### src/rtl/fft_pkg.sv
// Shared definitions for the FFT output reorder buffer: a constant log2,
// a bit-reversal helper and the read-side state type.
package fft_pkg;

    // Read side state: idle, or streaming one bank out in natural order
    typedef enum logic {
        IDLE = 1'b0,
        READ = 1'b1
    } rd_state_t;

    // Ceiling log2, used to size counters from the frame length
    function automatic int log2(input int n);
        int r;
        r = 0;
        for (int i = 0; i < 31; i++) begin
            if ((1 << i) < n) begin
                r = i + 1;
            end
        end
        return r;
    endfunction

    // Reverse the low 'bits' bits of value; upper result bits are zero
    function automatic logic [31:0] bitrev(input logic [31:0] value, input int bits);
        logic [31:0] r;
        logic [31:0] v;
        r = '0;
        v = value;
        for (int b = 0; b < 32; b++) begin
            if (b < bits) begin
                r = {r[30:0], v[0]};
                v = v >> 1;
            end
        end
        return r;
    endfunction

endpackage

### src/rtl/fft_reorder_if.sv
// Stream interface of the reorder buffer: bit-reversed input stream and
// natural-order output stream, both using enable/real/imag signalling.
// frame_err exists only when FFT_REORDER_ERR_EN is defined.
interface fft_reorder_if #(
    parameter int WIDTH = 16
);
    logic             idata_en;
    logic [WIDTH-1:0] idata_r;
    logic [WIDTH-1:0] idata_i;
    logic             odata_en;
    logic [WIDTH-1:0] odata_r;
    logic [WIDTH-1:0] odata_i;
`ifdef FFT_REORDER_ERR_EN
    logic             frame_err;
`endif

`ifdef FFT_REORDER_ERR_EN
    // Upstream side: produces the input stream, observes the output stream
    modport master (
        output idata_en, idata_r, idata_i,
        input  odata_en, odata_r, odata_i, frame_err
    );

    // Reorder buffer side
    modport slave (
        input  idata_en, idata_r, idata_i,
        output odata_en, odata_r, odata_i, frame_err
    );
`else
    // Upstream side: produces the input stream, observes the output stream
    modport master (
        output idata_en, idata_r, idata_i,
        input  odata_en, odata_r, odata_i
    );

    // Reorder buffer side
    modport slave (
        input  idata_en, idata_r, idata_i,
        output odata_en, odata_r, odata_i
    );
`endif

endinterface

### src/rtl/reorder_ram.sv
// Simple dual-port RAM holding both ping-pong banks, addressed {bank, index}.
// Synchronous write, synchronous read. The array itself is never reset; the
// read data register is, because it drives the block outputs directly.
module reorder_ram #(
    parameter int ADDR_W = 7,
    parameter int DATA_W = 32
) (
    input  logic              clock,
    input  logic              reset,
    input  logic              i_we,
    input  logic [ADDR_W-1:0] i_waddr,
    input  logic [DATA_W-1:0] i_wdata,
    input  logic              i_re,
    input  logic [ADDR_W-1:0] i_raddr,
    output logic [DATA_W-1:0] o_rdata
);

    logic [DATA_W-1:0] r_mem [0:(1<<ADDR_W)-1];
    logic [DATA_W-1:0] r_rdata;

    // Write port: store one sample per enabled cycle
    always_ff @(posedge clock) begin
        if (i_we) begin
            r_mem[i_waddr] <= i_wdata;
        end
    end

    // Read port: registered read, cleared on reset so outputs read zero
    always_ff @(posedge clock or negedge reset) begin
        if (!reset) begin
            r_rdata <= '0;
        end else if (i_re) begin
            r_rdata <= r_mem[i_raddr];
        end
    end

    assign o_rdata = r_rdata;

endmodule

### src/rtl/fft_reorder.sv
// Output reorder buffer for the radix-2^2 SDF FFT pipeline.
// Accepts one N-point frame in bit-reversed order and replays it in natural
// order. Two N-entry banks alternate so one frame is written while the
// previous one is read, allowing back-to-back frames at full rate.
// Optional feature: define FFT_REORDER_ERR_EN to add the frame_err pulse,
// raised the cycle after a partially written frame is abandoned.
module fft_reorder
    import fft_pkg::*;
#(
    parameter int N     = 64,
    parameter int WIDTH = 16
) (
    input  logic          clock,
    input  logic          reset,
    fft_reorder_if.slave  bus
);

    localparam int LOG_N = log2(N);
    localparam logic [LOG_N-1:0] LAST = LOG_N'(N - 1);

    // Write side state
    logic [LOG_N-1:0] r_wcnt;
    logic             r_wsel;

    // Read side state
    rd_state_t        r_state;
    rd_state_t        w_state_nxt;
    logic [LOG_N-1:0] r_rcnt;
    logic [LOG_N-1:0] w_rcnt_nxt;
    logic             r_rsel;
    logic             w_rsel_nxt;

    // Output enable travels one cycle behind the read issue, alongside the
    // registered RAM data
    logic             r_odata_en;

    logic             w_rd_start;
    logic             w_re;
    logic [LOG_N:0]   w_waddr;
    logic [LOG_N:0]   w_raddr;
    logic [LOG_N-1:0] w_wcnt_rev;
    logic [2*WIDTH-1:0] w_wdata;
    logic [2*WIDTH-1:0] w_rdata;

    // The last sample of a frame is being written this cycle, so the bank is
    // complete at the next edge and reading can begin in the following cycle
    assign w_rd_start = bus.idata_en && (r_wcnt == LAST);

    assign w_wcnt_rev = LOG_N'(bitrev(32'(r_wcnt), LOG_N));
    assign w_waddr    = {r_wsel, w_wcnt_rev};
    assign w_wdata    = {bus.idata_r, bus.idata_i};

    assign w_re       = (r_state == READ);
    assign w_raddr    = {r_rsel, r_rcnt};

    // Write counter and bank select; a dropped enable mid-frame discards the
    // partial frame by rewinding to address 0 of the same bank
    always_ff @(posedge clock or negedge reset) begin
        if (!reset) begin
            r_wcnt <= '0;
            r_wsel <= 1'b0;
        end else if (bus.idata_en) begin
            if (r_wcnt == LAST) begin
                r_wcnt <= '0;
                r_wsel <= ~r_wsel;
            end else begin
                r_wcnt <= r_wcnt + 1'b1;
            end
        end else begin
            r_wcnt <= '0;
        end
    end

    // Read FSM state register
    always_ff @(posedge clock or negedge reset) begin
        if (!reset) begin
            r_state <= IDLE;
            r_rcnt  <= '0;
            r_rsel  <= 1'b0;
        end else begin
            r_state <= w_state_nxt;
            r_rcnt  <= w_rcnt_nxt;
            r_rsel  <= w_rsel_nxt;
        end
    end

    // Read FSM next state: start on a completed bank, walk addresses in
    // natural order, and chain straight into the next bank if it completes
    // exactly as the current one finishes
    always_comb begin
        w_state_nxt = r_state;
        w_rcnt_nxt  = r_rcnt;
        w_rsel_nxt  = r_rsel;
        case (r_state)
            IDLE: begin
                if (w_rd_start) begin
                    w_state_nxt = READ;
                    w_rcnt_nxt  = '0;
                    w_rsel_nxt  = r_wsel;
                end
            end
            READ: begin
                if (r_rcnt == LAST) begin
                    w_rcnt_nxt = '0;
                    if (w_rd_start) begin
                        w_state_nxt = READ;
                        w_rsel_nxt  = ~r_rsel;
                    end else begin
                        w_state_nxt = IDLE;
                    end
                end else begin
                    w_rcnt_nxt = r_rcnt + 1'b1;
                end
            end
            default: begin
                w_state_nxt = IDLE;
                w_rcnt_nxt  = '0;
            end
        endcase
    end

    // Output enable register, aligned with the RAM read data register
    always_ff @(posedge clock or negedge reset) begin
        if (!reset) begin
            r_odata_en <= 1'b0;
        end else begin
            r_odata_en <= w_re;
        end
    end

    reorder_ram #(
        .ADDR_W (LOG_N + 1),
        .DATA_W (2 * WIDTH)
    ) u_ram (
        .clock   (clock),
        .reset   (reset),
        .i_we    (bus.idata_en),
        .i_waddr (w_waddr),
        .i_wdata (w_wdata),
        .i_re    (w_re),
        .i_raddr (w_raddr),
        .o_rdata (w_rdata)
    );

    assign bus.odata_en = r_odata_en;
    assign bus.odata_r  = w_rdata[2*WIDTH-1:WIDTH];
    assign bus.odata_i  = w_rdata[WIDTH-1:0];

`ifdef FFT_REORDER_ERR_EN
    logic w_abort;
    logic r_frame_err;

    assign w_abort = !bus.idata_en && (r_wcnt != '0);

    // One-cycle pulse following an abandoned partial frame
    always_ff @(posedge clock or negedge reset) begin
        if (!reset) begin
            r_frame_err <= 1'b0;
        end else begin
            r_frame_err <= w_abort;
        end
    end

    assign bus.frame_err = r_frame_err;
`endif

endmodule

### src/flat_wrapper.sv
// flat-port wrapper written by rule: the top's interface ports become plain ports
module fft_reorder_flat import fft_pkg::*;
#(
    parameter int N     = 64,
    parameter int WIDTH = 16
)
  (clock, reset, bus_idata_en, bus_idata_r, bus_idata_i, bus_odata_en, bus_odata_r, bus_odata_i);
  fft_reorder_if #(.WIDTH(WIDTH)) bus_i ();
  input  logic clock;
  input  logic reset;
  input wire logic [$bits(bus_i.idata_en)-1:0] bus_idata_en;
  input wire logic [$bits(bus_i.idata_r)-1:0] bus_idata_r;
  input wire logic [$bits(bus_i.idata_i)-1:0] bus_idata_i;
  output wire logic [$bits(bus_i.odata_en)-1:0] bus_odata_en;
  output wire logic [$bits(bus_i.odata_r)-1:0] bus_odata_r;
  output wire logic [$bits(bus_i.odata_i)-1:0] bus_odata_i;
  assign bus_i.idata_en = bus_idata_en;
  assign bus_i.idata_r = bus_idata_r;
  assign bus_i.idata_i = bus_idata_i;
  assign bus_odata_en = bus_i.odata_en;
  assign bus_odata_r = bus_i.odata_r;
  assign bus_odata_i = bus_i.odata_i;
  fft_reorder #(.N(N), .WIDTH(WIDTH)) u_core (.clock(clock), .reset(reset), .bus(bus_i));
endmodule
### config.mk
export PLATFORM = sky130hd
export DESIGN_NAME = fft_reorder_flat
export DESIGN_NICKNAME = d
export VERILOG_FILES = /design/src/rtl/fft_pkg.sv /design/src/rtl/fft_reorder_if.sv /design/src/rtl/reorder_ram.sv /design/src/rtl/fft_reorder.sv /design/src/flat_wrapper.sv
export SDC_FILE = /design/constraint.sdc
export NUM_CORES = 2
export LEC_CHECK = 0
export BUFFER_PORTS_ARGS = -buffer_cell sky130_fd_sc_hd__buf_2
export CAP_MARGIN = 10
export CORE_ASPECT_RATIO = 1.25
export CORE_MARGIN = 5
export CORE_UTILIZATION = 31
export DETAILED_ROUTE_END_ITERATION = 7
export PLACE_DENSITY = 0.56
export SLEW_MARGIN = 10
export SYNTH_ARGS = -nofsm -noshare
export SYNTH_HDL_FRONTEND = slang
export SYNTH_HIERARCHICAL = 1
export SYNTH_SLANG_ARGS = --single-unit
### constraint.sdc
create_clock -name clock -period 3.8 [get_ports clock]
set_input_delay 0.38 -clock clock [delete_from_list [all_inputs] [get_ports clock]]
set_output_delay 0.38 -clock clock [all_outputs]
set_load 0.02 [all_outputs]
Yosys cells after proc, flatten, opt, wreduce, memory -nomap -nowiden

Memory sizes are Yosys's and may differ from the RTL's. A register that Yosys moved wholly into a read port is not among the register bits.
Cells that the tools add are included.

Bitwise gates (word level): 3
Muxes and demuxes: 14
Add/subtract/negate cells: 2
Equal/unequal tests: 5
Reduce and logical (&&, ||, !) cells: 4

Operators with widths:

| kind                                                  | count |
|---|---|
| two-way mux 6 bit                                     | 4 |
| adder 6 x 1 -> 6 bit, second input constant           | 2 |
| == test 6 bit, second input constant                  | 2 |
| case mux 6 bit (2 select lines)                       | 1 |
| two-way mux 1 bit                                     | 7 |
| inequality test 2 bit, second input constant          | 2 |
| case mux 1 bit (2 select lines)                       | 2 |
| NOT 1 bit                                             | 3 |
| AND reduction 3 bit                                   | 1 |
| inequality test 2 x 1 -> 1 bit, second input constant | 1 |
| AND reduction 2 bit                                   | 1 |
| logical AND 1 bit                                     | 1 |
| zero test 1 bit                                       | 1 |

Memories: 1
Memory bits (writable): 4096
Word-level logic and storage cells: 35
Output and inout port bits: 33
Input bits: 35
Bits in registers: 16

Memory list:

| memory             | words | width | read ports | clocked after Yosys merged registers in | write ports | RTL line          | RTL |
|---|---|---|---|---|---|---|---|
| u_core.u_ram.r_mem | 128   | 32    | 1          | 1                                       | 1           | reorder_ram.sv:18 | `logic [DATA_W-1:0] r_mem [0:(1<<ADDR_W)-1];` |

Logic depth before layout (Yosys ltp)

Word-level depth: 5
Gate-level depth with buffers: 12
Gate-level depth less buffers: 6

By module

The synthesis kept the hierarchy.

By module, submodules not included:

| module      | area an instance (sq um) | cells an instance | sequential area each (sq um) | instances |
|---|---|---|---|---|
| reorder_ram | 158379.4                 | 7421              | 123798.7                     | 1 |
| fft_reorder | 764.5                    | 69                | 400.4                        | 1 |

Worst setup path after synthesis

OpenSTA, ideal clock, no wires.

Path kind: reg2reg
Start: reg u_core.r_wcnt[2]
End: mem u_core.u_ram.r_mem[76][0], enable pin
Stages on the path, launching flop included: 4
Data arrival time: 3.225 ns
Path buffers: 0
Period minus slack after synthesis: 3.686 ns
Setup slack: 0.114 ns
Required time: 3.339 ns
Library setup time: 0.461 ns
Cell sequence: dfrtp_1 -> nor2b_1 -> nand3_1 -> nor3_1

RTL lines:

| what                   | RTL line          | RTL |
|---|---|---|
| start, declared        | fft_reorder.sv:22 | `logic [LOG_N-1:0] r_wcnt;` |
| start signal, assigned | fft_reorder.sv:67 | `r_wcnt <= r_wcnt + 1'b1;` |
| end, declared          | reorder_ram.sv:18 |  |

Straight into the memory's write port.

==> flow_summary.toml <==
[worst_setup_path]
worst_ep_arrival_time_ps = 4590
crit_required_ps = 4550
regToRegSetupSlack_ps = -40
r2r_start = "u_core/r_rcnt[0]"
reg2reg_depth = 8
critical_path.max_fanout = 24
critPathLaunch = "u_core/r_rcnt[0]"
cp-endpoint = "u_core/u_ram/o_rdata[16]"
cp-start-kind = "flop"
worstSetupEndpointType = "flop"
crit_type = "flop to flop"
regToRegEndpoint = "u_core/u_ram/o_rdata[16]"

[final_layout]
multi_input_area_mm2 = 0.0340
final_cell_mix = "edfxtp_1, mux2i_1, mux4_2"
register_area_mm2 = 0.124
fillCellCount = 46400
layout_commonest_cell = "edfxtp_1"
instances_no_fill = 15200
drive_gt1_frac = 0.259
syn2layout_area_growth_pct = 16.8
nets = 8120
utilization = 0.363

[cts]
cts_buffers = 384
cts_root_buf = "clkbuf_16"
cts_sinks = 4144
insertion_delay_ps = 1010
cts_tree = "built"
postCtsSetupRepairBufs = 0
htreeDepth = 5
clk_path_buf_depth = 4
clkSlewWorstSetupHoldPaths_ps = 70

[placement]
dpl.cell_count = 14500
port-buffer-count = 67
place_hpwl_um = 292000
gp_congestion = 0.872
place_ws_ps = -458

[global_routing]
grt_pass1_wl_um = 661000
antenna_found_initial = 61
grt_max_degree = 129
grt_usage = 0.177
first_global_vias = 81300
overflow = 0

[synthesis]
synth_top_area_share = 0.773
synth_xor_area_frac = 0.000330
ys_seq_area_frac = 0.780
synth-seq-cells = 4144
syn-cell-area_mm2 = 0.159
synth_fa_ha_area_frac = 0.000157
yosys-top-cells-area = "edfxtp_1, mux4_2, mux2i_1"
synth_cell_types = 59
synth-edff-count = 4096
synth_nets = 7527
synth_flop_cell = "edfxtp_1"
synth_top_family_by_area = "multiplexers"
synth-compound-area-share = 0.0329
synth_area_leader_cell = "edfxtp_1"
synthCells = 7490
synthesis.area_per_instance_um2 = 21.2
yosys_warnings = 6
synth-simple-area-share = 0.0171
synthArstFlopShare = 0.0116
synth.area.mux_share = 0.155

[routing]
finalWirelength_um = 483000
drc = 0
drtIter0Drc = 9915
first_pass_iters = 5
post_drt_wl_per_cell_um = 31.7
routed_via_density = 5.32
vias = 81100
antenna_left = 0

[timing]
slew_headroom = 0.0592
setup_viol = 2
timing.final.crit_share = 1.01
tightest_slew_ps = 1410
skew_ps = 64.1
fmax_mhz = 260
setup_slack_ps = -40.1
min_period_ps = 3840
hold_violations = 0
maxSlewViolCount = 0

[die]
die_height_um = 811
die_w_um = 651
fp-row-count = 294
ios = 68
initial_utilization = 0.311
die-area_mm2 = 0.528
core_area_mm2 = 0.512

[job]
drv_cap = 0

[pwr]
ir_drop_uv = 360
power.density_mw_per_mm2 = 487
p_leak_nw = 54.4

[worst_hold_path]
worstHoldPathType = "input pin to flop"

[outcome]
status = "finished with violations"
violations = "negative setup slack"
worst max-delay path, cell delays in order (launching register included):
cell	delay [ps]
dfrtp_4	450
buf_12	230
buf_16	270
buf_6	280
mux4_2	540
mux2i_2	300
a211oi_2	230
o211ai_1	990
o311ai_1	280
power breakdown:
| part | internal, mW | switching (mW) | total, mW | leakage [nW] |
|---|---|---|---|---|
| logic | 0.220 | 1.16 | 1.38 | 10.9 |
| clock network | 21.5 | 17.3 | 38.8 | 6.08 |
| registers | 50.3 | 0.0227 | 50.3 | 37.4 |
| total | 72.0 | 18.5 | 90.4 | 54.4 |
state kept, by name (all words and copies together), names as in the netlist:
name,flops
u_core/r_wcnt,6
u_core/r_state,1
u_core/u_ram/r_mem,4096
u_core/u_ram/o_rdata,32
u_core/r_wsel,1
u_core/bus.odata_en,1
u_core/r_rcnt,6
u_core/r_rsel,1
synthesized netlist by cell type, types with 4 or more instances:
cell,count
a2111oi_0,15
a211oi_1,90
a21oi_1,123
a221o_1,45
a221oi_1,49
a22oi_1,79
and2_1,6
buf_1,25
buf_2,123
buf_4,83
buf_6,19
clkbuf_1,185
dfrtp_1,48
edfxtp_1,4096
mux2_2,99
mux2i_1,789
mux4_2,694
nand2_1,85
nand2b_1,6
nand3_1,33
nand4_1,6
nor2_1,216
nor2b_1,71
nor3_1,100
nor4_1,19
o211ai_1,15
o21ai_0,35
o221ai_1,34
o22ai_1,193
o311ai_0,14
o32ai_1,17
o41ai_1,15
or2_2,4
or3_1,4
or4_1,17
xor2_1,4
final cells by class:
cell class,instances,area share
sequential,4144,0.668
multi-input combinational,2906,0.183
clock buffer,464,0.0539
tap,6808,0.0458
timing repair buffer,643,0.0351
clock inverter,244,0.0137
antenna,26,0.000350
inverter,4,0.0000808
how the worst min path moves through the flow:
stage | startpoint | endpoint | slack [ps] | cells after the start
3_5_place_dp | reset | u_core/bus.odata_en | 380 | 1
4_1_cts | bus_idata_i[3] | u_core/u_ram/r_mem[120][3] | 3 | 1
3_3_place_gp | reset | u_core/bus.odata_en | 370 | 1
5_1_grt | bus_idata_r[12] | u_core/u_ram/r_mem[48][28] | 40 | 1
2_1_floorplan | reset | u_core/bus.odata_en | 80 | 0
6_report | bus_idata_r[12] | u_core/u_ram/r_mem[48][28] | 10 | 1
cells by family (layout without fill, tap and decap cells):
kind of cell    Yosys count  after routing
flops                  4144           4144
mux                    1582           1582
compound gates          742            742
simple gates            574            574
buf+inv                 440           1355
xor+xnor                  6              6
fa+ha+maj                 2              2
other cells               0             26
metal layers:
layer | share of wire | track usage
met1 | 0.38 | 0.223
met4 | 0.047 | 0.0720
met5 | 0.00033 | 0
met2 | 0.50 | 0.301
met3 | 0.079 | 0.0321
what timing repair did:
action / 4_1_cts / 5_1_grt
cloned: 1 / 0
hold endpoints to repair: 418 / 0
pin swaps: 2 / 0
endpoints found under the setup margin: 4 / 1
gates resized for setup: 15 / 1
hold buffers: 25 / 0
through the flow:
step	total power, mW	hold WS [ps]	setup TNS [ps]	instance area (µm²)
after CTS	91.2	3.33	0	186000
final	90.4	12.2	-44.9	186000
after global routing	93.0	44.6	-60.0	186000
after floorplan	51.4	84.4	0	159000
after global placement	52.6	374	-3030	173000
after detailed placement	52.6	376	-980	173000
No activity file was read; power rests on OpenSTA's default activity.
